## src/rtl/mux2_rr_feeder.sv

```systemverilog
`default_nettype none
// ============================================================================
// Module   : mux2_rr_feeder
// Brief    : Two-channel round-robin arbiter with registered sel/data output
//            stage and per-channel acceptance counters.
// Revision : 1.0
// ============================================================================
module mux2_rr_feeder #(
    parameter int DW    = 8,
    parameter int CNT_W = 16
) (
    input  logic             clk,
    input  logic             rst_n,
    input  logic [DW-1:0]    in0_data,
    input  logic             in0_valid,
    output logic             in0_ready,
    input  logic [DW-1:0]    in1_data,
    input  logic             in1_valid,
    output logic             in1_ready,
    output logic [DW-1:0]    out_data,
    output logic             out_sel,
    output logic             out_valid,
    input  logic             out_ready,
    output logic [CNT_W-1:0] cnt0,
    output logic [CNT_W-1:0] cnt1
);

    logic             r_last;
    logic [DW-1:0]    r_out_data;
    logic             r_out_sel;
    logic             r_out_valid;
    logic [CNT_W-1:0] r_cnt0;
    logic [CNT_W-1:0] r_cnt1;

    logic w_load_en;
    logic w_acc0;
    logic w_acc1;

    // Ready depends only on the other channel's valid and the fairness pointer,
    // so at most one channel can see ready while its peer is also valid.
    assign w_load_en = ~r_out_valid | out_ready;
    assign in0_ready = w_load_en & (~in1_valid |  r_last);
    assign in1_ready = w_load_en & (~in0_valid | ~r_last);
    assign w_acc0    = in0_valid & in0_ready;
    assign w_acc1    = in1_valid & in1_ready;

    always_ff @(posedge clk or negedge rst_n) begin
        if (!rst_n) begin
            r_last      <= 1'b1;
            r_out_data  <= '0;
            r_out_sel   <= 1'b0;
            r_out_valid <= 1'b0;
            r_cnt0      <= '0;
            r_cnt1      <= '0;
        end else if (w_acc0) begin
            r_out_data  <= in0_data;
            r_out_sel   <= 1'b0;
            r_out_valid <= 1'b1;
            r_last      <= 1'b0;
            r_cnt0      <= r_cnt0 + 1'b1;
        end else if (w_acc1) begin
            r_out_data  <= in1_data;
            r_out_sel   <= 1'b1;
            r_out_valid <= 1'b1;
            r_last      <= 1'b1;
            r_cnt1      <= r_cnt1 + 1'b1;
        end else if (w_load_en) begin
            r_out_valid <= 1'b0;
        end
    end

    assign out_data  = r_out_data;
    assign out_sel   = r_out_sel;
    assign out_valid = r_out_valid;
    assign cnt0      = r_cnt0;
    assign cnt1      = r_cnt1;

endmodule
`default_nettype wire

```

## config.mk

```make
export PLATFORM = sky130hd
export DESIGN_NAME = mux2_rr_feeder
export DESIGN_NICKNAME = d
export VERILOG_FILES = /design/src/rtl/mux2_rr_feeder.sv
export SDC_FILE = /design/constraint.sdc
export NUM_CORES = 1
export LEC_CHECK = 0
export ABC_AREA = 1
export BUFFER_PORTS_ARGS = -buffer_cell sky130_fd_sc_hd__buf_2
export CORE_ASPECT_RATIO = 2
export CORE_UTILIZATION = 25
export DETAILED_ROUTE_END_ITERATION = 10
export GPL_TIMING_DRIVEN = 0
export PLACE_DENSITY_LB_ADDON = 0.05
export SETUP_SLACK_MARGIN = 0.5
export SYNTH_ARGS = -nofsm -noshare
export SYNTH_HDL_FRONTEND = slang
export SYNTH_SLANG_ARGS = --single-unit
```

## constraint.sdc

```tcl
create_clock -name clk -period 1.9 [get_ports clk]
set_input_delay 0.38 -clock clk [delete_from_list [all_inputs] [get_ports clk]]
set_output_delay 0.38 -clock clk [all_outputs]
set_load 0.1 [all_outputs]
```

# Word-level counts from Yosys, hierarchy flattened
# Cells that the tools add are included.
# Widths: inputs -> output; s select.
[totals]
ff_bits = 43
in_bits = 21
[classes]
n_reduce_logical = 3
n_bitwise = 12
add_sub_neg = 2
n_mux = 7
[op_table]
columns = ["operator", "n"]
rows = [
  ["$add 16x1->16 const B", 2],
  ["$mux 8", 2],
  ["$mux 1", 5],
  ["$not 1->1", 5],
  ["$and 1x1->1", 4],
  ["$or 1x1->1", 3],
  ["$reduce_bool 3->1", 1],
  ["$reduce_and 2->1", 1],
  ["$reduce_bool 2->1", 1],
]

# Logic depth before layout (Yosys ltp)
# Gate-level depths: netlist of run 1.
[depth]
word_depth = 6
depth_mapped = 8

# Least setup slack after synthesis of run 1
# Ideal clock, no wire load.
[synth_path]
kind = "register to output"
from = "register r_out_valid, in the netlist out_valid"
to = "output port in0_ready"
required_time_ps = 1520
stages_incl_launch_ff = 4
path_slack_ps = -148
t_arrival_ps = 1668
path_buffers = 0
path_cell_list = "dfrtp_1 nand2_4 nand2_1 inv_1"
[synth_between]
elab_chain_cells = 3
[synth_rtl]
columns = ["item", "line", "rtl"]
rows = [
  ["from (decl)", "31", "logic r_out_valid;"],
  ["from (signal assigned)", "52", "r_out_valid <= 1'b0;"],
  ["from (signal assigned)", "58", "r_out_valid <= 1'b1;"],
  ["from (signal assigned)", "64", "r_out_valid <= 1'b1;"],
  ["$not 1->1", "41", "assign w_load_en = ~r_out_valid | out_ready;"],
  ["$or 1x1->1", "41", ""],
  ["$and 1x1->1", "42", "assign in0_ready = w_load_en & (~in1_valid | r_last);"],
  ["to (decl)", "16", "output logic in0_ready,"],
]
# Every way passes these cells.

# Final worst setup path of run 1
[layout_path]
from = "register r_last"
to = "output port in0_ready"
[layout_between]
elab_chain_cells = 2
[layout_rtl]
columns = ["item", "line", "rtl"]
rows = [
  ["from (decl)", "28", "logic r_last;"],
  ["from (signal assigned)", "49", "r_last <= 1'b1;"],
  ["from (signal assigned)", "59", "r_last <= 1'b0;"],
  ["from (signal assigned)", "65", "r_last <= 1'b1;"],
  ["$or 1x1->1", "42", ""],
  ["$and 1x1->1", "42", ""],
]
# Every way passes these cells.

==> results of run 1 <==
[cell usage after synthesis, types with 2 or more instances]
cell and number:
a21oi_1 7, buf_6 2, dfrtp_1 42, ha_1 2, inv_1 32, inv_2 2, nand2_1 80, nand2_2 10
nand3_1 20, nand3_4 2, nand4_1 9, nor2_1 25, nor2_2 5, nor2_4 5, nor3_1 3, nor3_2 2
o21ai_0 3, o21ai_1 7, xnor2_1 5, xnor2_2 2, xor2_1 10
[power groups by stage]
stage / clock [µW] / combinational, µW / sequential, µW
floorplan: 0 / 687 / 3220
global route: 995 / 3560 / 1660
CTS: 963 / 3200 / 1610
detailed placement: 0 / 2840 / 1580
finish: 923 / 3420 / 1620
global placement: 0 / 2820 / 1570
[final cells by class]
class	count	area [µm²]
plain buffers	4	70.1
clock buffers	8	156
fillers	912	5190
inverters	35	151
multi-input cells	201	1260
flip-flops and latches	43	1170
well taps	102	128
repair buffers	86	883
[per-layer routing]
metal | share of wire | vias to the layer above | track usage
met1 | 0.33 | 1013 | 0.144
li1 | - | 1069 | -
met3 | 0.041 | 7 | 0.0342
met2 | 0.61 | 39 | 0.299
met4 | 0.017 | 0 | 0.0600
met5 | 0 | - | 0
[stage by stage]
step,std cells,worst slack [ns]
final,479,0.254
after global routing,479,0.215
after CTS,464,0.236
after detailed placement,449,0.305
after global placement,449,0.313
after floorplan,283,0.300
[cells by family (layout without fill, tap and decap cells)]
group,count (synthesis),after routing,synth area share
AND/OR/NAND/NOR,164,164,0.346
flip-flops,43,43,0.461
buffers and inverters,39,133,0.0722
AO/OA/AOI/OAI,18,18,0.0401
XOR/XNOR,17,17,0.0701
adder cells (fa/ha/maj),2,2,0.0107
[state kept, by name, indices dropped and copies added, names as in the netlist]
name and cells:
cnt0 16, out_sel 1, out_valid 1, cnt1 16, out_data 8, r_last 1
[final timing paths]
kind                       slack [ns]         from          end  cells after the start
max                              0.25       r_last    in0_ready                      5
min                              0.28        rst_n      cnt0[8]                      1
min in group clk                 0.35  in0_data[2]  out_data[2]                      3
min reg2reg                      0.49     cnt0[14]     cnt0[14]                      2
max reg2reg                      0.29       r_last      cnt0[9]                      8
max in group asynchronous        0.84        rst_n      cnt1[2]                      1
[repair_timing]
action | 4_1_cts | 5_1_grt
resized for setup | 85 | 41
setup buffers | 6 | 13
cloned | 1 | 2
pin swaps | 2 | 18
endpoints found under the setup margin | 65 | 47
==> out/qor.yml, run 1 <==
cp.required_ns: 1.52
antenna_found_initial: 0
hold_path_class: "in -> async"
final_core_util: 0.424
port_buffers: 64
yosysWarnings: 0
p_sw_frac: 0.529
cts_root_buf: "clkbuf_16"
outcome: "finished, final reports clean"
vias_per_cell: 4.44
clk_pin_slew_worst_paths_ns: 0.06
clkSinkCount: 43
cts_tree: "built"
fin_crit_ns: 1.65
dp_hpwl_um: 5270
setup_viol: 0
end_kind: "output pin"
synth_area_um2: 2340
crit_family: "flip-flops"
path_class: "reg -> out"
std_cell_rows: 49
power.static_leakage_uw: 0.00172
final_common_cell: "nand2_1"
cp_slowest_cell: "dfstp_2"
grt_max_degree: 44
worstMarginPinSlew_ns: 1.06
ctsHoldBuffers: 0
gp_congestion: 0.717
finalWirelength_um: 7170
ant_nets: 0
netlist_top_cells_area: "dfrtp_1 (45%), nand2_1 (13%), inv_1 (5.1%)"
globalRouteOverflowTotal: 0
drt_pass1_iterations: 4
design.core.area_um2: 9010
synthArstFlopShare: 1.00
grt_pass1_wl_um: 11300
fin_crit_sh: 0.866
ys_types: 29
fp.dieH_um: 139
p_int_uw: 2810
grt_pass1_vias: 2177
avgSynthCellArea_um2: 8.26
critPathMaxFanout: 3
power.density_nw_per_um2: 1560
seqPwrFrac: 0.271
critical_path_buf_inv_count: 3
ys_ff_latch: 43
gr-usage-all-layers: 0.152
rsz0062_at_grt: "true"
antenna_cells: 0
finalPower_uw: 5960
ys.flop_type: "dfrtp_1"
pin_count: 65
netlist.area_leader.share: 0.449
crit_path_cell_trace: "inv_2 > nand2_4 > nand2_4 > clkinvlp_4 > buf_12"
clock_power_share: 0.155
hold_violations: 0
ir_drop_v: 0.00108
start_util: 0.259
clock_path_buffers: 2
synth.net_count: 306
cap_viol_max_count: 0
wire_per_inst_um: 15.0
holdWs_ns: 0.283
p_sw_uw: 3150
cts_buffers: 5
ys_seq_area_frac: 0.461
drive_gt1_frac: 0.509
crit_top_cell: "nand2_4"
dieWidth_um: 70.4
post-route-drc-count: 0
slew_violations: 0
clock_skew_ns: 0.00526
cp.arrival_ns: 1.27
fmax_mhz: 608
drt_iter0_markers: 60
synth_edf_count: 0
via_count: 2128
synthToLayoutAreaGrowth_pct: 63.5
yosysTopAreaCell: "dfrtp_1"
cp-start-kind: "flip-flop"
placed_area_um2: 2980
htreeDepth: 2
slew_headroom: 0.296
layout_common_cells: "nand2_1 (75), inv_1 (27), buf_6 (26)"
nets: 399
slowest_delay_ns: 0.58
fin_setup_tns_ns: 0
die_area_um2: 9770
fin_area_um2: 3820
combPwrFrac: 0.574
syn_inst: 283
clock_latency_ns: 0.29
Note: power is estimated with default switching activity, not from simulation.
==> run 2, diff against run 1 <==
BUFFER_PORTS_ARGS = unset   (was -buffer_cell sky130_fd_sc_hd__buf_2)
DONT_BUFFER_PORTS = 1   (was unset)
==> out/qor.yml, run 2 (synthesized netlist as in run 1, its figures left out) <==
final.fill_count: 931
setup_viol: 0
cp-start-kind: "flip-flop"
clk_pin_slew_worst_paths_ns: 0.06
final_common_cell: "nand2_1"
globalRouteOverflowTotal: 0
clkSinkCount: 43
p_sw_frac: 0.577
post-route-drc-count: 0
combPwrFrac: 0.210
cp.required_ns: 1.52
power.static_leakage_uw: 0.00140
power.density_nw_per_um2: 1610
worstMarginPinSlew_ns: 0.528
cts_tree: "built"
antenna_found_initial: 0
via_count: 1885
placed_area_um2: 2660
rsz0062_at_grt: "true"
std_cell_rows: 49
wire_per_inst_um: 17.3
clock_power_share: 0.163
dp_hpwl_um: 5170
slew_headroom: 0.648
layout_common_cells: "nand2_1 (75), dfrtp_4 (29), inv_1 (28)"
end_kind: "output pin"
reg2reg_depth: 9
grt_max_degree: 44
fin_crit_ns: 1.89
grt_pass1_wl_um: 11100
dieWidth_um: 70.4
ant_nets: 0
reg2reg_slack_ns: 0.09
die_area_um2: 9770
grt_pass1_vias: 1946
ir_drop_v: 0.000796
fin_area_um2: 3280
p_sw_uw: 3050
timing.rr.start: "out_valid"
clock_path_buffers: 2
cts_buffers: 5
gr-usage-all-layers: 0.153
port_buffers: 0
antenna_cells: 0
critPathMaxFanout: 4
fmax_mhz: 529
hold_violations: 43
finalWirelength_um: 7120
cp.arrival_ns: 1.51
start_util: 0.259
drt_pass1_iterations: 4
holdWs_ns: -0.217
clock_latency_ns: 0.29
fp.dieH_um: 139
outcome: "finished, violations left"
clock_skew_ns: 0.00659
fin_setup_tns_ns: 0
slew_violations: 0
fin_crit_sh: 0.994
gp_congestion: 0.718
pin_count: 65
cts_root_buf: "clkbuf_16"
hold_path_class: "in -> async"
violations: "hold timing"
path_class: "reg -> out"
synthToLayoutAreaGrowth_pct: 40.4
cap_viol_max_count: 0
r2r-end: "out_data[4]"
final_core_util: 0.364
drt_iter0_markers: 64
nets: 332
p_int_uw: 2230
drive_gt1_frac: 0.435
htreeDepth: 2
seqPwrFrac: 0.628
vias_per_cell: 4.58
design.core.area_um2: 9010
==> run 2: power by group through the flow <==
| stage | combinational [µW] | clock (µW) | sequential (µW) |
|---|---|---|---|
| global placement | 822 | 0 | 3320 |
| global route | 1220 | 927 | 3370 |
| floorplan | 687 | 0 | 3220 |
| finish | 1110 | 860 | 3320 |
| CTS | 1080 | 904 | 3330 |
| detailed placement | 833 | 0 | 3330 |
==> run 2: cell type report <==
cell class                 count  area, µm²  area share
multi-input combinational    201       1300       0.395
sequential                    43       1200       0.366
timing repair buffer          19        282      0.0857
buffer                         4       75.1      0.0229
clock buffer                   8        136      0.0415
inverter                      35        164      0.0499
tap                          102        128      0.0389
==> run 2: per-layer routing <==
metal	global-route usage	part of all wire	up-vias
met4	0.0568	0.017	0
met1	0.138	0.31	898
li1	-	-	936
met3	0.0538	0.069	7
met2	0.298	0.60	44
met5	0	0	-
==> run 2: worst max-delay path: stages (launching register included) <==
cell	delay [ns]
dfrtp_4	0.64
nand2_8	0.10
nand2_4	0.07
clkinvlp_4	0.40
==> run 2: worst max-delay path by stage <==
stage	startpoint	endpoint	slack, ns	depth (start not counted)
floorplan	out_valid	in1_ready	0.30	3
global placement	cnt1[7]	cnt1[9]	0.23	4
detailed placement	out_valid	cnt1[7]	0.22	6
CTS	out_valid	in0_ready	-0.007	3
global route	out_valid	in1_ready	-0.03	3
finish	out_valid	in0_ready	0.01	3
==> run 2: timing repair <==
action | CTS | global route
setup endpoints to repair | 58 | 47
pin swaps | 8 | 7
cloned | 2 | 1
buffers inserted | 11 | 5
resized for setup | 64 | 8
endpoints found under the hold margin | 43 | 43
==> run 2: through the flow <==
| stage | cells | setup WS [ns] | total power [µW] |
|---|---|---|---|
| floorplan | 283 | 0.300 | 3900 |
| global placement | 385 | 0.231 | 4140 |
| detailed placement | 385 | 0.216 | 4160 |
| CTS | 406 | -0.00736 | 5320 |
| global route | 412 | -0.0271 | 5520 |
| finish | 412 | 0.0107 | 5290 |
